### src/rtl/serial_adder_pkg.sv
// Shared definitions for the digit-serial adder: FSM encodings and sizing helpers.
package serial_adder_pkg;

    localparam logic [0:0] S_IDLE = 1'b0;
    localparam logic [0:0] S_RUN  = 1'b1;

    // Number of digit cycles per operation.
    function automatic int unsigned calc_n(input int unsigned width, input int unsigned digit);
        return width / digit;
    endfunction

    // Digit counter width: clog2(N), never less than one bit.
    function automatic int unsigned calc_cnt_w(input int unsigned n);
        return (n <= 1) ? 1 : $clog2(n);
    endfunction

endpackage

### src/rtl/fa_digit.sv
// DIGIT-wide ripple of full-adder cells; the single arithmetic slice of the serial adder.
module fa_digit #(
    parameter int unsigned DIGIT = 1
) (
    input  logic [DIGIT-1:0] a,
    input  logic [DIGIT-1:0] b,
    input  logic             ci,
    output logic [DIGIT-1:0] s,
    output logic             co
);

    logic [DIGIT:0] w_c;

    always_comb begin
        w_c    = '0;
        s      = '0;
        w_c[0] = ci;
        for (int i = 0; i < DIGIT; i++) begin
            s[i]     = a[i] ^ b[i] ^ w_c[i];
            w_c[i+1] = (a[i] & b[i]) | (w_c[i] & (a[i] ^ b[i]));
        end
    end

    assign co = w_c[DIGIT];

endmodule

### src/rtl/serial_adder.sv
// Multi-cycle adder processing DIGIT bits per clock, LSB digit first, with start/busy/done handshake.
// Optional subtract mode (sub port) is enabled by defining SERIAL_ADDER_SUB_EN.
module serial_adder
    import serial_adder_pkg::*;
#(
    parameter int unsigned WIDTH = 8,
    parameter int unsigned DIGIT = 1
) (
    input  logic             clk,
    input  logic             rst,
    input  logic             start,
    input  logic [WIDTH-1:0] a,
    input  logic [WIDTH-1:0] b,
    input  logic             cin,
`ifdef SERIAL_ADDER_SUB_EN
    input  logic             sub,
`endif
    output logic             busy,
    output logic             done,
    output logic [WIDTH-1:0] sum,
    output logic             cout
);

    localparam int unsigned N     = calc_n(WIDTH, DIGIT);
    localparam int unsigned CNT_W = calc_cnt_w(N);

    generate
        if (WIDTH < 1 || DIGIT < 1 || (WIDTH % DIGIT) != 0) begin : g_bad_cfg
            $error("serial_adder: WIDTH must be >= 1 and a multiple of DIGIT");
        end
    endgenerate

    logic [0:0]       r_state, w_state_nxt;
    logic [CNT_W-1:0] r_cnt, w_cnt_nxt;
    logic [WIDTH-1:0] r_a, r_b, r_acc;
    logic [WIDTH-1:0] w_a_nxt, w_b_nxt, w_acc_nxt;
    logic             r_carry, w_carry_nxt;
    logic             w_busy_nxt, w_done_nxt, w_cout_nxt;
    logic [WIDTH-1:0] w_sum_nxt;
    logic [DIGIT-1:0] w_s;
    logic             w_co;
    logic [WIDTH-1:0] w_b_cap;
    logic             w_c_cap;
    logic [WIDTH-1:0] w_acc_shift;

    // Subtraction is a + ~b + ~cin, folded into the operand capture.
`ifdef SERIAL_ADDER_SUB_EN
    assign w_b_cap = sub ? ~b : b;
    assign w_c_cap = sub ? ~cin : cin;
`else
    assign w_b_cap = b;
    assign w_c_cap = cin;
`endif

    fa_digit #(.DIGIT(DIGIT)) u_fa (
        .a  (r_a[DIGIT-1:0]),
        .b  (r_b[DIGIT-1:0]),
        .ci (r_carry),
        .s  (w_s),
        .co (w_co)
    );

    // New digit enters at the MSB end so the last digit lands the word in place.
    assign w_acc_shift = (r_acc >> DIGIT) | (WIDTH'(w_s) << (WIDTH - DIGIT));

    always_comb begin
        w_state_nxt = r_state;
        w_cnt_nxt   = r_cnt;
        w_a_nxt     = r_a;
        w_b_nxt     = r_b;
        w_acc_nxt   = r_acc;
        w_carry_nxt = r_carry;
        w_busy_nxt  = busy;
        w_done_nxt  = 1'b0;
        w_sum_nxt   = sum;
        w_cout_nxt  = cout;
        case (r_state)
            S_IDLE: begin
                if (start) begin
                    w_a_nxt     = a;
                    w_b_nxt     = w_b_cap;
                    w_carry_nxt = w_c_cap;
                    w_cnt_nxt   = '0;
                    w_state_nxt = S_RUN;
                    w_busy_nxt  = 1'b1;
                end
            end
            S_RUN: begin
                w_a_nxt     = r_a >> DIGIT;
                w_b_nxt     = r_b >> DIGIT;
                w_acc_nxt   = w_acc_shift;
                w_carry_nxt = w_co;
                w_cnt_nxt   = r_cnt + CNT_W'(1);
                if (r_cnt == CNT_W'(N - 1)) begin
                    w_cnt_nxt   = '0;
                    w_state_nxt = S_IDLE;
                    w_busy_nxt  = 1'b0;
                    w_done_nxt  = 1'b1;
                    w_sum_nxt   = w_acc_shift;
                    w_cout_nxt  = w_co;
                end
            end
            default: w_state_nxt = S_IDLE;
        endcase
    end

    always_ff @(posedge clk) begin
        if (rst) begin
            r_state <= S_IDLE;
            r_cnt   <= '0;
            r_a     <= '0;
            r_b     <= '0;
            r_acc   <= '0;
            r_carry <= 1'b0;
            busy    <= 1'b0;
            done    <= 1'b0;
            sum     <= '0;
            cout    <= 1'b0;
        end else begin
            r_state <= w_state_nxt;
            r_cnt   <= w_cnt_nxt;
            r_a     <= w_a_nxt;
            r_b     <= w_b_nxt;
            r_acc   <= w_acc_nxt;
            r_carry <= w_carry_nxt;
            busy    <= w_busy_nxt;
            done    <= w_done_nxt;
            sum     <= w_sum_nxt;
            cout    <= w_cout_nxt;
        end
    end

endmodule

### config.mk
export PLATFORM = sky130hd
export DESIGN_NAME = serial_adder
export DESIGN_NICKNAME = d
export VERILOG_FILES = /design/src/rtl/serial_adder_pkg.sv /design/src/rtl/fa_digit.sv /design/src/rtl/serial_adder.sv
export SDC_FILE = /design/constraint.sdc
export NUM_CORES = 1
export LEC_CHECK = 0
export ABC_AREA = 1
export CAP_MARGIN = 0
export CORE_UTILIZATION = 40
export CTS_CLUSTER_DIAMETER = 60
export CTS_CLUSTER_SIZE = 10
export DETAILED_ROUTE_END_ITERATION = 10
export MAX_ROUTING_LAYER = met4
export PLACE_DENSITY = 0.61
export SYNTH_ARGS = -nofsm -noshare
export SYNTH_HDL_FRONTEND = slang
export SYNTH_SLANG_ARGS = --single-unit
export TNS_END_PERCENT = 10
### constraint.sdc
create_clock -name clk -period 1.3 [get_ports clk]
set_input_delay 0.195 -clock clk [delete_from_list [all_inputs] [get_ports clk]]
set_output_delay 0.195 -clock clk [all_outputs]
set_load 0.005 [all_outputs]
-- Word level (Yosys, flattened, before mapping)
Cells that the tools add are included.
- flip-flop bits (word level): 40
- latch bits: 0
- memories kept: 0
- memory bits (writable): 0
- output and inout bits: 11
- memory bits (read-only): 0
- logic and storage cells: 40
- multipliers: 0
- equality and inequality tests: 3
- reduce and logical (&&, ||, !) cells: 3
- muxes and demuxes: 16
- order comparisons: 0
- $add $sub $neg: 1
- shift-type cells: 0
- div/mod/pow operators: 0
- bitwise gates (word level): 7
- operator list (kind ; number):
    $pmux W8 S2 ; 2
    $mux W8 ; 2
    $or A7 B8 Y8 ; 1
    $mux W1 ; 6
    $mux W3 ; 2
    $pmux W1 S2 ; 3
    $pmux W3 S2 ; 1
    $reduce_and A2 Y1 ; 2
    $add A3 B1 Y3 const B ; 1
    $eq A3 B3 Y1 const B ; 1
    $and A1 B1 Y1 ; 2
    $ne A2 B1 Y1 const B ; 1
    $ne A2 B2 Y1 const B ; 1
    $reduce_or A2 Y1 ; 1
    $xor A1 B1 Y1 ; 2
    $not A1 Y1 ; 1
    $or A1 B1 Y1 ; 1

-- Logic depth before layout (Yosys ltp)
- depth after elaboration: 4
- gate-level depth with buffers: 7

-- By module
Synthesis repeated with hierarchy kept, for this count alone.
- cells, all modules: 220
- area total of the unflattened synthesis: 1605.3 um^2
- modules (own cells, without submodules) (module ; cells an instance ; sequential area each (um^2) ; instances ; area each (um^2)):
    serial_adder ; 219 ; 780.7 ; 1 ; 1585.3
    fa_digit ; 1 ; 0.0 ; 1 ; 20.0

-- Least setup slack after synthesis
Ideal clock, no wire load.
- path type: reg2reg
- from: register r_cnt[0]
- to: register sum[0]
- library setup time: 116 ps
- arrival: 1016 ps
- required time: 1184 ps
- cell stages (with the launch flop): 7
- path slack: 168 ps
- cells stage by stage: dfxtp_1 -> ha_1 -> ha_1 -> nand2_4 -> inv_2 -> nor2_1 -> nor2_1
- longest elaborated chain between the ends: 2
- ends and longest elaborated chain (what ; RTL line ; text):
    start, declared ; serial_adder.sv:34 ; logic [CNT_W-1:0] r_cnt, w_cnt_nxt;
    start signal, assigned ; serial_adder.sv:121 ; r_cnt <= w_cnt_nxt;
    $eq A3 B3 Y1 ; serial_adder.sv:94 ; if (r_cnt == CNT_W'(N - 1)) begin
    $reduce_and A2 Y1 (no line) ; n/a ;
    end signal, assigned ; serial_adder.sv:128 ; sum <= w_sum_nxt;
    end, declared ; serial_adder.sv:20 ; output logic [WIDTH-1:0] sum,
No other way between the ends.
A chain may end at the register's enable or synchronous reset.

-- Worst setup path after layout
- from: register r_cnt[0]
- to: register sum[4]
Same word-level chain as after synthesis.

==> flow_metrics.env <==
export IMPL_period_share_pct=93.4
export IMPL_area_delta_synth_final_pct=28.3
export IMPL_synth_top_family_by_area="simple AND/OR/NAND/NOR gates"
export IMPL_layout_drive_gt1_share_pct=9.80
export IMPL_synthArstFlopShare_pct=0
export IMPL_ys_warn_count=0
export IMPL_grt_remaining_overflow=0
export IMPL_num_vias=1430
export IMPL_drt_iter0_markers=79
export IMPL_grt_pass1_wl_um=5570
export IMPL_dieWidth_um=65.7
export IMPL_p_comb_share_pct=11.5
export IMPL_timing_hold_ws_ns=0.459
export IMPL_hold_viol=0
export IMPL_htreeDepth=2
export IMPL_synth_compound_area_share_pct=6.79
export IMPL_ant_nets=0
export IMPL_antenna_found_initial=0
export IMPL_r2r_start="r_cnt[0]$_SDFFE_PP0P_"
export IMPL_max_cap_violations=0
export IMPL_wire_per_inst_um=10.5
export IMPL_grt_usage_pct=17.4
export IMPL_hold_buffers=0
export IMPL_worstPathMaxFanout=8
export IMPL_rows=22
export IMPL_hpwl_um=2130
export IMPL_min_period_ns=1.21
export IMPL_yosys_area_share_simple_pct=31.9
export IMPL_cp_arrival_ns=1.44
export IMPL_syn_avg_cell_area_um2=7.30
export IMPL_clkLatencyLatePin_ns=0.29
export IMPL_yosys_top_cells_count="nand2_1 (72), dfxtp_1 (39), nand3_1 (30), nor2_1 (20), inv_1 (17)"
export IMPL_peakVddDrop_mv=0.635
export IMPL_fin_tns_setup_ns=0
export IMPL_ff2ff_setup_slack_ns=0.09
export IMPL_min_from="a[7]"
export IMPL_fp_dieH_um=65.7
export IMPL_powerDensity_nw_per_um2=1140
export IMPL_core_um2=3770
export IMPL_cts_buffer_depth=2
export IMPL_p_leak_uw=0.00103
export IMPL_cp_end_kind="register"
export IMPL_clkTransAtPathRegs_ns=0.07
export IMPL_initial_core_util_pct=43.0
export IMPL_hold_path_end="r_a[7]$_SDFFE_PP0P_"
export IMPL_synthesis_nets=246
export IMPL_gp_congestion=0.789
export IMPL_rsz0062_at_grt="false"
export IMPL_io_buffers=30
export IMPL_drtPass1Iterations=4
export IMPL_relSlewSlack_pct=73.8
export IMPL_fin_nets=279
export IMPL_drc=0
export IMPL_ys_seq_area_share_pct=48.1
export IMPL_rr_worst_depth=6
export IMPL_status="finished, final reports clean"
export IMPL_crit_type="register to register"
export IMPL_synth_xor_area_share_pct=0
export IMPL_grt_max_degree=25
export IMPL_p_int_uw=1800
export IMPL_synth_flop_cell="dfxtp_1"
export IMPL_grt_pass1_vias=1300
export IMPL_synth_cell_types=18
export IMPL_wl_um=3190
export IMPL_synth_top_area_share_pct=48.1
export IMPL_max_freq_mhz=824
export IMPL_slew_viol_final=0
export IMPL_crit_required_ns=1.53
export IMPL_cts_tree="yes"
export IMPL_whs_path_depth=3
export IMPL_start_kind="register"
export IMPL_p_sw_share_pct=24.0
export IMPL_setup_viol=0
export IMPL_tightestPinTransition_ns=0.392
export IMPL_skew_ns=0.00535
export IMPL_p_sw_uw=569
export IMPL_synth_area_um2=1620
export IMPL_cts_sinks=39
export IMPL_viasPerCell=4.72
export IMPL_synthMuxAreaShare_pct=0
export IMPL_synth_fa_ha_area_share_pct=3.55
export IMPL_total_power_uw=2370
export IMPL_cts_root_buf="clkbuf_8"
export IMPL_r2r_end="sum[4]$_SDFFE_PP0P_"
export IMPL_cts_buffers=5
export IMPL_synthCells=222
export IMPL_diodes=0
export IMPL_synth_seq_cells=39
export IMPL_die_area_um2=4310
export IMPL_hold_class="input pin to register"
export IMPL_synth_edff_count=0
export IMPL_clockPowerShare_pct=34.3
export IMPL_seq_power_share_pct=54.2
export IMPL_synth_area_leader_cell="dfxtp_1"
export IMPL_yosysMostFrequentCell="nand2_1"
export IMPL_io_pins=31
export IMPL_synthTopCellsByArea="dfxtp_1 (48%), nand2_1 (17%), nand3_1 (9.3%)"
power groups by stage:
stage | registers (uW) | logic (uW) | clock network, uW
3_5_place_dp | 1310 | 278 | 0
5_1_grt | 1290 | 310 | 898
3_3_place_gp | 1310 | 277 | 0
4_1_cts | 1280 | 277 | 851
6_report | 1290 | 273 | 813
2_1_floorplan | 1300 | 176 | 0
per-layer routing:
layer / GRT usage [%] / wire [um] / share of wire [%] / up-vias
li1: - / - / - / 758
met1: 20.4 / 1570 / 49 / 639
met2: 27.4 / 1420 / 45 / 27
met3: 5.73 / 142 / 4.5 / 6
met4: 6.52 / 48 / 1.5 / 0
met5: - / 0 / 0 / -
timing repair:
item                       CTS  global route
pin swaps                    0             1
setup endpoints to repair   11            19
setup buffers                0             0
gates resized for setup     12             5
flip-flops by register name (all words and copies together) (netlist names):
register and count:
r_cnt 3, r_b 8, r_state 1, r_carry 1
done 1, r_a 8, busy 1, r_acc 7
cout 1, sum 8
how the worst max path moves through the flow:
stage                                      from  slack [ns]                   to
after global placement                    start        0.01  r_b[7]$_SDFFE_PP0P_
after floorplan           r_cnt[0]$_SDFFE_PP0P_        0.17  sum[0]$_SDFFE_PP0P_
after detailed placement                  start      -0.003  r_b[7]$_SDFFE_PP0P_
after CTS                   sum[1]$_SDFFE_PP0P_       -0.01               sum[1]
after global routing      r_cnt[0]$_SDFFE_PP0P_        0.02  sum[4]$_SDFFE_PP0P_
final                     r_cnt[0]$_SDFFE_PP0P_        0.09  sum[4]$_SDFFE_PP0P_
layout make-up:
class,instances,area [um^2]
clock buffer,6,82.6
tap,48,60.1
fill,385,1690
sequential,39,785
inverter,19,73.8
timing repair buffer,39,383
multi-input combinational,151,692
clock inverter,1,5.00
layout by cell type, fill, tap and decap left out:
cell type and instances:
inv_4 1, dfxtp_2 3, buf_4 7, dlygate4sd2_1 10, dfxtp_1 36, clkinv_2 1
nor2_1 20, ha_1 2, fa_1 1, inv_1 17, clkbuf_8 6, dlymetal6s2s_1 1
nand2_4 1, a21oi_1 12, ha_2 1, nand3_1 30, nand2_1 72, inv_2 1
nor3_1 1, a21oi_2 1, buf_12 2, clkdlybuf4s50_1 19, o21ai_0 9, nor2_2 1
cell families after synthesis:
| family | after synthesis |
|---|---|
| AO/OA/AOI/OAI | 22 |
| flip-flops | 39 |
| buffers and inverters | 32 |
| adder cells (fa/ha/maj) | 4 |
| AND/OR/NAND/NOR | 125 |
worst max-delay path, stage by stage (launching register included):
cell and delay [ns]:
dfxtp_1 0.33, ha_1 0.21, ha_2 0.19, nand2_4 0.11, buf_4 0.13, nand2_1 0.06, a21oi_2 0.12
metrics by stage:
step | cell area [um^2] | setup slack [ns] | cells | utilization [%]
6_report | 2080 | 0.0864 | 303 | 55.2
3_5_place_dp | 1990 | -0.00310 | 296 | 52.8
5_1_grt | 2080 | 0.0150 | 303 | 55.2
4_1_cts | 2070 | -0.0136 | 303 | 54.8
3_3_place_gp | 1990 | 0.0113 | 296 | 52.8
2_1_floorplan | 1620 | 0.168 | 222 | -
No activity file was read; power rests on OpenSTA's default activity.
